## config.mk

```make
export PLATFORM = sky130hd
export DESIGN_NAME = audio_route_sequencer_flat
export DESIGN_NICKNAME = d
export VERILOG_FILES = /design/src/rtl/audio_route_sequencer_if.sv /design/src/rtl/audio_route_sequencer.sv /design/src/flat_wrapper.sv
export SDC_FILE = /design/constraint.sdc
export NUM_CORES = 1
export LEC_CHECK = 0
export ABC_AREA = 1
export CELL_PAD_IN_SITES_DETAIL_PLACEMENT = 1
export CELL_PAD_IN_SITES_GLOBAL_PLACEMENT = 2
export CORE_MARGIN = 2
export CORE_UTILIZATION = 29
export CTS_CLUSTER_DIAMETER = 60
export DETAILED_ROUTE_END_ITERATION = 8
export PLACE_DENSITY = 0.76
export REMOVE_ABC_BUFFERS = 1
export SETUP_SLACK_MARGIN = 0.02
export SLEW_MARGIN = 20
export SYNTH_ARGS = -nofsm -noshare
export SYNTH_HDL_FRONTEND = slang
export SYNTH_SLANG_ARGS = --single-unit
```

## constraint.sdc

```tcl
create_clock -name clk -period 1.9 [get_ports clk]
set_clock_uncertainty 0.05 [all_clocks]
set_input_delay 0.38 -clock clk [delete_from_list [all_inputs] [get_ports clk]]
set_output_delay 0.38 -clock clk [all_outputs]
set_load 0.005 [all_outputs]
```

## src/rtl/audio_route_sequencer_if.sv

```systemverilog
// Routing request/status bundle between the effect-routing controller and the
// audio_route_sequencer; source vectors are 3-bit codes per stage.
interface audio_route_sequencer_if;
  logic [2:0]  output_src_req;
  logic [2:0]  delay_src_req;
  logic [2:0]  distortion_src_req;
  logic [2:0]  crush_src_req;
  logic [2:0]  filter_src_req;
  logic [2:0]  reverb_src_req;
  logic        sample_tick;

  logic [2:0]  output_src_on_clk;
  logic [2:0]  delay_src_on_clk;
  logic [2:0]  distortion_src_on_clk;
  logic [2:0]  crush_src_on_clk;
  logic [2:0]  filter_src_on_clk;
  logic [2:0]  reverb_src_on_clk;
  logic [10:0] fade_gain;
  logic        busy;
  logic        cfg_error;

  modport master (
    output output_src_req, delay_src_req, distortion_src_req,
           crush_src_req, filter_src_req, reverb_src_req, sample_tick,
    input  output_src_on_clk, delay_src_on_clk, distortion_src_on_clk,
           crush_src_on_clk, filter_src_on_clk, reverb_src_on_clk,
           fade_gain, busy, cfg_error
  );

  modport slave (
    input  output_src_req, delay_src_req, distortion_src_req,
           crush_src_req, filter_src_req, reverb_src_req, sample_tick,
    output output_src_on_clk, delay_src_on_clk, distortion_src_on_clk,
           crush_src_on_clk, filter_src_on_clk, reverb_src_on_clk,
           fade_gain, busy, cfg_error
  );
endinterface

```

## src/rtl/audio_route_sequencer.sv

```systemverilog
// Click-free audio routing swap: fade out, swap all stage sources at once, settle, fade in.
// Define ROUTE_LOOP_CHECK_EN to add a CHECK state that rejects routing loops.
module audio_route_sequencer #(
  parameter int FADE_LOG2    = 6,
  parameter int SETTLE_TICKS = 4   // minimum 1
) (
  input  logic                    clk,
  input  logic                    rst_n,
  audio_route_sequencer_if.slave  rt
);

  localparam logic [10:0] UNITY    = 11'd1024;
  localparam logic [10:0] STEP     = 11'(1024 >> FADE_LOG2);
  localparam int          SETTLE_W = (SETTLE_TICKS > 2) ? $clog2(SETTLE_TICKS) : 1;
  localparam logic [SETTLE_W-1:0] SETTLE_LAST = SETTLE_W'(SETTLE_TICKS - 1);

`ifdef ROUTE_LOOP_CHECK_EN
  localparam logic [2:0] MAX_HOPS = 3'd6;
  typedef enum logic [2:0] {IDLE, CHECK, FADE_OUT, SETTLE, FADE_IN} state_e;
`else
  typedef enum logic [2:0] {IDLE, FADE_OUT, SETTLE, FADE_IN} state_e;
`endif

  // Index 0 is the output stage; index k (1..5) is the stage selected by source code k.
  typedef logic [5:0][2:0] route_t;

  state_e                state_q;
  route_t                active_q;
  route_t                cand_q;
  route_t                rejected_q;
  logic [10:0]           gain_q;
  logic [SETTLE_W-1:0]   settle_q;
  logic                  busy_q;
  logic                  cfg_error_q;

  route_t                req_vec;
  logic                  req_illegal;
  logic                  req_new;
  logic [10:0]           gain_dn;
  logic [10:0]           gain_up;
  logic                  tick;

  assign tick    = rt.sample_tick;
  assign req_vec = {rt.reverb_src_req, rt.filter_src_req, rt.crush_src_req,
                    rt.distortion_src_req, rt.delay_src_req, rt.output_src_req};
  assign req_new = (req_vec != active_q) && (req_vec != rejected_q);

  // NOTE: every variable assigned in always_comb gets a default first, so no latch is inferred.
  always_comb begin
    req_illegal = 1'b0;
    for (int i = 0; i < 6; i++) begin
      if (req_vec[i] > 3'd5) req_illegal = 1'b1;
      if (i != 0 && req_vec[i] == 3'(i)) req_illegal = 1'b1;
    end
  end

  assign gain_dn = (gain_q > STEP)         ? gain_q - STEP : 11'd0;
  assign gain_up = (gain_q < UNITY - STEP) ? gain_q + STEP : UNITY;

`ifdef ROUTE_LOOP_CHECK_EN
  logic [2:0] walk_q;
  logic [2:0] hops_q;
  logic [2:0] hop_src;

  always_comb begin
    hop_src = 3'd0;
    for (int i = 1; i < 6; i++) begin
      if (walk_q == 3'(i)) hop_src = cand_q[i];
    end
  end
`endif

  // NOTE: sequential state uses non-blocking assignments only; every register here is
  // plain flop state (no memory array), so all of it is cleared by the async reset.
  always_ff @(posedge clk or negedge rst_n) begin
    if (!rst_n) begin
      state_q     <= IDLE;
      active_q    <= '0;
      cand_q      <= '0;
      rejected_q  <= '0;
      gain_q      <= UNITY;
      settle_q    <= '0;
      busy_q      <= 1'b0;
      cfg_error_q <= 1'b0;
`ifdef ROUTE_LOOP_CHECK_EN
      walk_q      <= '0;
      hops_q      <= '0;
`endif
    end else begin
      case (state_q)
        IDLE: begin
          if (req_new) begin
            if (req_illegal) begin
              rejected_q  <= req_vec;
              cfg_error_q <= 1'b1;
            end else begin
              cand_q <= req_vec;
              busy_q <= 1'b1;
`ifdef ROUTE_LOOP_CHECK_EN
              state_q <= CHECK;
              walk_q  <= req_vec[0];
              hops_q  <= '0;
`else
              state_q <= FADE_OUT;
              if (tick) gain_q <= gain_dn;
`endif
            end
          end
        end

`ifdef ROUTE_LOOP_CHECK_EN
        CHECK: begin
          if (walk_q == 3'd0) begin
            state_q <= FADE_OUT;
            if (tick) gain_q <= gain_dn;
          end else if (hops_q == MAX_HOPS) begin
            // Still not at the base source after six hops: the chain loops.
            rejected_q  <= cand_q;
            cfg_error_q <= 1'b1;
            busy_q      <= 1'b0;
            state_q     <= IDLE;
          end else begin
            walk_q <= hop_src;
            hops_q <= hops_q + 3'd1;
          end
        end
`endif

        FADE_OUT: begin
          if (tick) begin
            gain_q <= gain_dn;
            if (gain_dn == 11'd0) begin
              active_q <= cand_q;
              settle_q <= '0;
              state_q  <= SETTLE;
            end
          end
        end

        SETTLE: begin
          if (tick) begin
            if (settle_q == SETTLE_LAST) state_q  <= FADE_IN;
            else                         settle_q <= settle_q + 1'b1;
          end
        end

        FADE_IN: begin
          if (tick) begin
            gain_q <= gain_up;
            if (gain_up == UNITY) begin
              state_q     <= IDLE;
              busy_q      <= 1'b0;
              cfg_error_q <= 1'b0;
            end
          end
        end

        default: begin
          state_q <= IDLE;
          busy_q  <= 1'b0;
        end
      endcase
    end
  end

  assign rt.output_src_on_clk     = active_q[0];
  assign rt.delay_src_on_clk      = active_q[1];
  assign rt.distortion_src_on_clk = active_q[2];
  assign rt.crush_src_on_clk      = active_q[3];
  assign rt.filter_src_on_clk     = active_q[4];
  assign rt.reverb_src_on_clk     = active_q[5];
  assign rt.fade_gain             = gain_q;
  assign rt.busy                  = busy_q;
  assign rt.cfg_error             = cfg_error_q;

  a_gain_range: assert property (@(posedge clk) disable iff (!rst_n) gain_q <= UNITY);
  a_busy_state: assert property (@(posedge clk) disable iff (!rst_n)
                                 busy_q == (state_q != IDLE));
  a_swap_only_on_settle: assert property (@(posedge clk) disable iff (!rst_n)
                                 (active_q != $past(active_q)) |-> (state_q == SETTLE));

endmodule

```

## src/flat_wrapper.sv

```systemverilog
// flat-port wrapper written by rule: the top's interface ports become plain ports
module audio_route_sequencer_flat 
#(
  parameter int FADE_LOG2    = 6,
  parameter int SETTLE_TICKS = 4               
)
  (clk, rst_n, rt_output_src_req, rt_delay_src_req, rt_distortion_src_req, rt_crush_src_req, rt_filter_src_req, rt_reverb_src_req, rt_sample_tick, rt_output_src_on_clk, rt_delay_src_on_clk, rt_distortion_src_on_clk, rt_crush_src_on_clk, rt_filter_src_on_clk, rt_reverb_src_on_clk, rt_fade_gain, rt_busy, rt_cfg_error);
  audio_route_sequencer_if rt_i ();
  input  logic clk;
  input  logic rst_n;
  input wire logic [$bits(rt_i.output_src_req)-1:0] rt_output_src_req;
  input wire logic [$bits(rt_i.delay_src_req)-1:0] rt_delay_src_req;
  input wire logic [$bits(rt_i.distortion_src_req)-1:0] rt_distortion_src_req;
  input wire logic [$bits(rt_i.crush_src_req)-1:0] rt_crush_src_req;
  input wire logic [$bits(rt_i.filter_src_req)-1:0] rt_filter_src_req;
  input wire logic [$bits(rt_i.reverb_src_req)-1:0] rt_reverb_src_req;
  input wire logic [$bits(rt_i.sample_tick)-1:0] rt_sample_tick;
  output wire logic [$bits(rt_i.output_src_on_clk)-1:0] rt_output_src_on_clk;
  output wire logic [$bits(rt_i.delay_src_on_clk)-1:0] rt_delay_src_on_clk;
  output wire logic [$bits(rt_i.distortion_src_on_clk)-1:0] rt_distortion_src_on_clk;
  output wire logic [$bits(rt_i.crush_src_on_clk)-1:0] rt_crush_src_on_clk;
  output wire logic [$bits(rt_i.filter_src_on_clk)-1:0] rt_filter_src_on_clk;
  output wire logic [$bits(rt_i.reverb_src_on_clk)-1:0] rt_reverb_src_on_clk;
  output wire logic [$bits(rt_i.fade_gain)-1:0] rt_fade_gain;
  output wire logic [$bits(rt_i.busy)-1:0] rt_busy;
  output wire logic [$bits(rt_i.cfg_error)-1:0] rt_cfg_error;
  assign rt_i.output_src_req = rt_output_src_req;
  assign rt_i.delay_src_req = rt_delay_src_req;
  assign rt_i.distortion_src_req = rt_distortion_src_req;
  assign rt_i.crush_src_req = rt_crush_src_req;
  assign rt_i.filter_src_req = rt_filter_src_req;
  assign rt_i.reverb_src_req = rt_reverb_src_req;
  assign rt_i.sample_tick = rt_sample_tick;
  assign rt_output_src_on_clk = rt_i.output_src_on_clk;
  assign rt_delay_src_on_clk = rt_i.delay_src_on_clk;
  assign rt_distortion_src_on_clk = rt_i.distortion_src_on_clk;
  assign rt_crush_src_on_clk = rt_i.crush_src_on_clk;
  assign rt_filter_src_on_clk = rt_i.filter_src_on_clk;
  assign rt_reverb_src_on_clk = rt_i.reverb_src_on_clk;
  assign rt_fade_gain = rt_i.fade_gain;
  assign rt_busy = rt_i.busy;
  assign rt_cfg_error = rt_i.cfg_error;
  audio_route_sequencer #(.FADE_LOG2(FADE_LOG2), .SETTLE_TICKS(SETTLE_TICKS)) u_core (.clk(clk), .rst_n(rst_n), .rt(rt_i));
endmodule
```

# Word level (Yosys, flattened, before mapping)
# Cells that the tools add are included.
[word_totals] input_bits=21 reg_bits=72 output_inout_bits=31
[classes] n_addsub=3 bitwise_logic=2 n_reduce_logical=15 order_cmp=8 eq_ne=22 muxes=40
[ops] op="$mux W11" n=6
[ops] op="$ne A18 B18 Y1" n=2
[ops] op="$pmux W11 S3" n=1
[ops] op="$mux W3" n=8
[ops] op="$gt A3 B3 Y1 const B" n=6
[ops] op="$mux W1" n=17
[ops] op="$reduce_and A5 Y1" n=3
[ops] op="$eq A3 B2 Y1 const B" n=4
[ops] op="$pmux W3 S4" n=1
[ops] op="$add A11 B5 Y11 const B" n=1
[ops] op="$eq A11 B11 Y1 const B" n=1
[ops] op="$gt A11 B5 Y1 const B" n=1
[ops] op="$logic_not A11 Y1" n=1
[ops] op="$lt A11 B10 Y1 const B" n=1
[ops] op="$sub A11 B5 Y11 const B" n=1
[ops] op="$ne A2 B1 Y1 const B" n=5
[ops] op="$ne A2 B2 Y1 const B" n=5
[ops] op="$reduce_and A3 Y1" n=3
[ops] op="$mux W2" n=4
[ops] op="$reduce_and A8 Y1" n=1
[ops] op="$eq A3 B1 Y1 const B" n=2
[ops] op="$eq A3 B3 Y1 const B" n=2
[ops] op="$pmux W2 S2" n=1
[ops] op="$reduce_and A4 Y1" n=1
[ops] op="other kinds (10)" n=12

# Depth between registers and ports, before layout
[depth] depth_word=15 mapped_depth=13 depth_no_buf=13

# Worst setup path after synthesis
# No wires, ideal clock.
[synth_timing] path_type="register to register" startpoint="register u_core.gain_q[4] (netlist: u_core.rt.fade_gain[4])" endpoint="register u_core.active_q, in the netlist u_core.rt.reverb_src_on_clk[0]" arrival_time_ns=1.761 path_stages_with_launch=12 synth_period_minus_slack_ns=1.928 path_slack_ns=-0.028 t_required_ns=1.733 n_path_buf=1 cell_sequence="dfrtp_1 -> inv_1 -> ha_1 -> inv_1 -> nor3_1 -> nand2_1 -> o21ai_0 -> nand3_1 -> nand3b_4 -> buf_6 -> nand2_2 -> o21ai_2"
[synth_via] elab_chain_len=4 word_cells_on_any_way=5 cone_classes="add/sub: 1; order compare: 1; mux: 1; reduce/logical: 2"
[synth_lines] item="from (decl)" line_no="audio_route_sequencer.sv:31" text="logic [10:0] gain_q;"
[synth_lines] item="from (signal assigned)" line_no="audio_route_sequencer.sv:105" text="if (tick) gain_q <= gain_dn;"
[synth_lines] item="from (signal assigned)" line_no="audio_route_sequencer.sv:131" text="gain_q <= gain_dn;"
[synth_lines] item="from (signal assigned)" line_no="audio_route_sequencer.sv:149" text="gain_q <= gain_up;"
[synth_lines] item="$sub A11 B5 Y11 / $gt A11 B5 Y1 (equally long branches)" line_no="audio_route_sequencer.sv:57" text="assign gain_dn = (gain_q > STEP) ? gain_q - STEP : 11'd0;"
[synth_lines] item="$mux W11 (*)" line_no="audio_route_sequencer.sv:57"
[synth_lines] item="$logic_not A11 Y1 (*)" line_no="audio_route_sequencer.sv:132" text="if (gain_dn == 11'd0) begin"
[synth_lines] item="$reduce_and A3 Y1 (no source line) (*)"
[synth_lines] item="to (signal assigned)" line_no="audio_route_sequencer.sv:133" text="active_q <= cand_q;"
[synth_lines] item="to (decl)" line_no="audio_route_sequencer.sv:28" text="route_t active_q;"
# Mark *: on every way between the ends. The rest lies on a longest branch, timed or not.
# A chain may end at the register's enable or synchronous reset.

# Worst setup path in the final report
[layout_timing] startpoint="register u_core.gain_q[5] (netlist: u_core.rt.fade_gain[5])" endpoint="register u_core.active_q, in the netlist u_core.rt.output_src_on_clk[2]"
# Same word-level chain as after synthesis.

==> run_results.csv <==
group,metric,value,unit
cts,h-tree-depth,3,
worst_setup_path,start_kind,"flop",
die,initial_core_util,29.3,%
sta,max-slew-margin-rel,69.5,%
sta,fin_setup_tns,-3.54,ns
sta,setup_ws,-0.187,ns
worst_setup_path,path_delay_family,"simple AND/OR/NAND/NOR gates",
yosys,syn_area,0.00402,sq mm
die,row_count,43,
worst_setup_path,cp.arrival,2.27,ns
yosys,yosys.area_share.simple,26.7,%
placement,portBuffers,51,
finish,n_antenna_cell,0,
yosys,synth_top_cell_area_share,43.6,%
global_routing,grt_use_total,17.8,%
yosys,synth_compound_area_share,14.2,%
yosys,async_reset_ff_share,100,%
yosys,ys_warn_count,0,
yosys,synth-edff-count,0,
power_and_ir_drop,p_int,5.89,mW
worst_setup_path,critPathMostFrequentCell,"inv_2",
yosys,synthXorXnorAreaFrac,2.40,%
power_and_ir_drop,powerDensity,1570,mW/mm^2
global_routing,antenna_found_initial,0,
drt,viasPerCell,4.59,
yosys,synthMuxAreaShare,0,%
finish,seq_area,0.00178,sq mm
sta,tightest_slew,0.458,ns
worst_setup_path,required,2.09,ns
worst_setup_path,crit_chain,"inv_2 -> ha_4 -> inv_2 -> nor2_4 -> nand3_2 -> o21ai_4 -> inv_2 -> o21ai_2 -> nand3_2 -> nand3b_4 -> bufbuf_16 -> nand2_1 -> o21ai_2",
yosys,synthAdderAreaFrac,2.80,%
sta,hold_viol,0,
die,die_width,122,microns
worst_setup_path,endpoint_kind,"flop",
yosys,synthTopCellsByArea,"dfrtp_1 (44%), nand2_1 (17%), inv_1 (7.2%)",
die,die_area,0.0148,sq mm
global_routing,overflow,0,
power_and_ir_drop,p_clk_share,19.0,%
cts,cts_num_sinks,71,
cts,clock_latency,0.34,ns
sta,post-route-min-period,2.09,ns
sta,final_max_slew_viol_count,0,
cts,clock_path_buffers,2,
finish,nets,709,
yosys,ys_seq_area_share,44.3,%
placement,place_hpwl,8540,microns
global_routing,grt_max_degree,32,
die,core_area,0.0137,sq mm
power_and_ir_drop,p_seq_share,29.0,%
sta,grt_setup_unrepaired,"true",
cts,cts_buffers,9,
sta,hold_ws,0.419,ns
sta,setup_violations,22,
yosys,ys_top_cells_by_count,"nand2_1 (178), inv_1 (77), dfrtp_1 (70)",
drt,drt_iter0_markers,189,
drt,wl_per_cell,14.9,microns
finish,synthToLayoutAreaGrowth,53.9,%
power_and_ir_drop,power,9.72,mW
placement,routabilityCongestion,0.871,
finish,drive_gt1_share,32.9,%
yosys,ys.flop_type,"dfrtp_1",
worst_setup_path,slowest_stage,"dfrtp_1",
worst_setup_path,worstSetupPathType,"flop to flop",
die,die_h,122,microns
drt,drc,0,
drt,dr.pass1.iters,4,
power_and_ir_drop,ir_drop,0.000577,V
drt,num_vias,3968,
power_and_ir_drop,p_sw,3.84,mW
worst_hold_path,min_path_type,"primary input to flop",
cts,root_buffer,"clkbuf_16",
cts,path_clk_slew,0.06,ns
sta,fmax,479,MHz
worst_setup_path,path_max_fanout,9,
global_routing,grt_pass1_wl,20300,microns
drt,drt.antenna.violating_nets,0,
power_and_ir_drop,leakage,3.04,nW
power_and_ir_drop,combinationalPowerShare,52.1,%
yosys,syn_inst,535,
finish,nFillCells,1634,
cts,cts_tree,"done",
drt,wl,12900,microns
yosys,syn_area_per_cell,7.51,sq um
finish,multi_input_area,0.00213,sq mm
outcome,violations,"negative setup slack",
global_routing,grt_pass1_vias,4019,
yosys,yosysTopAreaCell,"dfrtp_1",
yosys,synth.most_common_cell,"nand2_1",
yosys,ys_types,33,
power_and_ir_drop,p_sw_share,39.5,%
die,io_pins,52,
yosys,synth_top_family_by_area,"simple AND/OR/NAND/NOR gates",
flow_run,maxCapViolCount,0,
worst_setup_path,worst-path-buf-inv,4,
worst_setup_path,r2r_slack,-0.19,ns
outcome,status,"complete, but fails checks",
sta,final.period_utilization,110,%
yosys,ys_seq_elements,71,
placement,dp_slack,-0.490,ns
worst_setup_path,cpPeakStageDelay,0.40,ns
-- metal layers --
layer / part of all wire [%] / wire, microns / track usage [%] / vias up
met5: 0 / 0 / 0 / -
li1: - / - / - / 1970
met4: 1.5 / 196 / 5.75 / 0
met2: 49 / 6350 / 30.2 / 55
met3: 2.7 / 352 / 3.00 / 13
met1: 47 / 6010 / 23.2 / 1930
-- state kept, by name (all words and copies together) (netlist names) --
signal	count
u_core.cand_q	18
u_core.rejected_q	18
u_core.rt.fade_gain	11
u_core.rt.crush_src_on_clk	3
u_core.rt.delay_src_on_clk	3
u_core.rt.distortion_src_on_clk	3
u_core.rt.filter_src_on_clk	3
u_core.rt.output_src_on_clk	3
u_core.rt.reverb_src_on_clk	3
u_core.settle_q	2
u_core.state_q	2
u_core.rt.busy	1
u_core.rt.cfg_error	1
-- cells by family after synthesis --
kind of cell / Yosys count
XOR/XNOR: 11
flip-flops: 71
buffers and inverters: 93
adder cells (fa/ha/maj): 9
AO/OA/AOI/OAI: 94
AND/OR/NAND/NOR: 257
-- power groups by stage --
stage | Sequential, mW | Clock (mW) | Combinational, mW
finish | 2.82 | 1.84 | 5.06
global route | 2.92 | 1.95 | 5.67
CTS | 2.79 | 1.88 | 4.50
detailed placement | 2.79 | 0 | 4.18
global placement | 2.75 | 0 | 4.03
floorplan | 2.70 | 0 | 2.27
-- worst reg2reg max path: stages, from the launching register on --
cell and delay [ns]:
dfrtp_1 0.40, inv_2 0.10, ha_4 0.13, inv_2 0.04, nor2_4 0.10, nand3_2 0.10, o21ai_4 0.14, inv_2 0.08
o21ai_2 0.08, nand3_2 0.13, nand3b_4 0.21, bufbuf_16 0.30, nand2_1 0.07, o21ai_2 0.05
-- cells in the final DEF, fill, tap and decap left out, types with 22 or more instances in the layout --
cell,netlist,routed
o21ai_2,18,26
nand2_1,178,157
inv_1,77,57
inv_2,4,22
clkdlybuf4s50_1,0,30
buf_4,0,75
dfrtp_1,70,68
o21ai_0,54,35
nor2_1,31,22
-- stage by stage --
stage	area (sq um)	cells	util, %
floorplan	3940	523	-
global placement	5250	824	38.2
detailed placement	5250	824	38.2
CTS	5840	850	42.6
global route	6180	864	45.1
finish	6180	864	45.1
-- path summary, 6_finish.rpt --
| kind | start | to | cells past startpoint |
|---|---|---|---|
| worst min register to register | u_core.cand_q[3] | u_core.cand_q[3] | 2 |
| worst max-delay path | u_core.rt.fade_gain[5] | u_core.rt.output_src_on_clk[2] | 13 |
| min in group asynchronous | rst_n | u_core.rt.delay_src_on_clk[1] | 2 |
| worst min-delay path | rt_crush_src_req[0] | u_core.cand_q[9] | 3 |
| worst max register to register | u_core.rt.fade_gain[5] | u_core.rt.output_src_on_clk[2] | 13 |
| max in group asynchronous | rst_n | u_core.rt.crush_src_on_clk[1] | 3 |
-- timing repair --
| item | 4_1_cts | 5_1_grt |
|---|---|---|
| endpoints found under the setup margin | 74 | 59 |
| gates resized for setup | 75 | 71 |
| cloned | 4 | 6 |
| buffers inserted | 5 | 10 |
| hold buffers | 1 | 0 |
| pin swaps | 15 | 18 |
| endpoints found under the hold margin | 28 | 0 |
-- area by class of cell --
| type | instances | share of cell area, % |
|---|---|---|
| Clock buffer | 11 | 3.92 |
| Multi-Input combinational cell | 371 | 34.5 |
| Sequential cell | 71 | 28.8 |
| Clock inverter | 5 | 1.31 |
| Inverter | 81 | 5.00 |
| Tap cell | 180 | 3.64 |
| Timing Repair Buffer | 145 | 22.9 |
Note: power is estimated with default switching activity, not from simulation.
==> RTL change (config.mk and constraints unchanged) <==
Build with the macro `ROUTE_LOOP_CHECK_EN` defined.
--- a/src/rtl/audio_route_sequencer.sv
+++ b/src/rtl/audio_route_sequencer.sv
@@ -1,4 +1,6 @@
 // Click-free audio routing swap: fade out, swap all stage sources at once, settle, fade in.
 // Define ROUTE_LOOP_CHECK_EN to add a CHECK state that rejects routing loops.
+`define ROUTE_LOOP_CHECK_EN
+
 module audio_route_sequencer #(
   parameter int FADE_LOG2    = 6,
Check against the original RTL: not equivalent (a bounded check fails within 4 cycles, from zero or initial values and one cycle with rst_n low).
==> RTL change against the unedited design <==
- worst setup slack better by 0.044 ns
- global-route usage is 1.5 points higher
- cell area is 21% higher
- area after synthesis is 22% higher
- routed wire length is 37% higher
- die area is 21% higher
- the flow still finishes with violations (setup timing)
- maximum frequency is 2.2% higher
- power is 17% higher
- sequential cell count is 7 higher
- core utilization is 0.17 points higher
==> RTL change: results (changes against the unedited design) <==
* Failing checks: setup timing (unchanged)
* Final worst setup slack at -0.1424 ns (was -0.1867 ns)
* DR iter-0 viols at 172 (was 189)
* Number of global-route vias before repair at 5436 (was 4019)
* Status: complete, but fails checks (unchanged)
* Met3 global-route usage at 2.169% (was 2.996%)
* First-pass GRT wire length at 27170 um (was 20340 um)
* Register area share after synthesis at 39.99% (was 44.25%)
* Total number of vias at 5137 (was 3968)
* Static Leak at 3.624 nW (was 3.043 nW)
* Met2 Resource Use GR at 32.96% (was 30.20%)
* Async SR Flop Fraction at 100.0% (unchanged)
* Tot GR Track Use at 19.28% (was 17.80%)
* CTS resizes at 68 (was 75)
* Worst slew pin tran at 0.4217 ns (was 0.4579 ns)
* Worst slack, placed at -0.8236 ns (was -0.4904 ns)
* CP arrival at 2.23 ns (was 2.27 ns)
* Synth top cells by count: 214 x nand2_1, 80 x inv_1, 77 x dfrtp_1, 52 x o21ai_1, 42 x nor2_1 (was 178 x nand2_1, 77 x inv_1, 70 x dfrtp_1, 54 x o21ai_0, 31 x nor2_1)
* Met1 Track Usage GR at 25.12% (was 23.17%)
* Max IR drop VDD at 0.6514 mV (was 0.5771 mV)
* Met2 routed WL at 8733 um (was 6348 um)
* Nets@finish at 887 (was 709)
* Crit Path Max Fanout at 10 (was 9)
* Ranking of synthesized cells by area: dfrtp_1 39%, nand2_1 16%, inv_1 6.1% (was dfrtp_1 44%, nand2_1 17%, inv_1 7.2%)
* Pin count of the biggest net entering global routing at 37 (was 32)
* Ys flop type: dfrtp_1 (unchanged)
* Metal3 WL at 373 um (was 352 um)
* Routed wire length at 17710 um (was 12910 um)
* DP HPWL at 11890 um (was 8539 um)
* Share of cells above drive strength 1 at 39.24% (was 32.89%)
* Placer Congestion at 0.8053 (was 0.8713)
* Synth cell types at 37 (was 33)
* Final Setup Violations at 23 (was 22)
* Post-CTS setup buffer count at 9 (was 5)
* M1 wire length at 8263 um (was 6014 um)
* CP max-delay cell: dfrtp_1 (unchanged)
-- RTL change: logic make-up after synthesis --
group	Yosys count	synth area share [%]
xor+xnor	10	1.793
simple gates	342	31.05
buf+inv	118	10.04
compound gates	128	15.58
flops	78	40.00
fa+ha+maj	6	1.537
-- RTL change: final cells by class --
cell class / instances / area (um2)
clock inverter: 1 / 5.005
tap: 220 / 275.3
clock buffer: 14 / 264.0
fill: 2019 / 9047
sequential: 78 / 1958
timing repair buffer: 184 / 1679
multi-input combinational: 489 / 2925
inverter: 98 / 370.4
-- RTL change: worst paths after layout --
kind                                                  endpoint  slack (ns)  depth (start not counted)                   start
worst max register to register  u_core.rt.output_src_on_clk[1]       -0.14                         14  u_core.rt.fade_gain[5]
min in group asynchronous                    u_core.cand_q[17]        0.46                          2                   rst_n
worst min register to register                u_core.cand_q[2]        0.44                          2        u_core.cand_q[2]
worst max-delay path            u_core.rt.output_src_on_clk[1]       -0.14                         14  u_core.rt.fade_gain[5]
worst min-delay path                          u_core.cand_q[4]        0.33                          3     rt_delay_src_req[1]
max in group asynchronous              u_core.rt.fade_gain[10]        0.71                          3                   rst_n
-- RTL change: through the flow --
stage                     TNS [ns]  utilization [%]  instances  cell area [um2]
final                       -2.738            45.25       1084             7477
after global routing        -7.229            45.25       1084             7477
after CTS                   -2.520            41.82       1067             6910
after detailed placement    -36.71            38.67       1039             6390
after global placement      -32.55            38.67       1039             6390
after floorplan             -14.47                -        662             4761
-- RTL change: power breakdown --
| group | leakage [nW] | internal (mW) | switching (mW) |
|---|---|---|---|
| registers | 0.997 | 2.28 | 0.508 |
| clock network | 0.133 | 0.950 | 0.714 |
| logic | 2.50 | 2.98 | 3.92 |
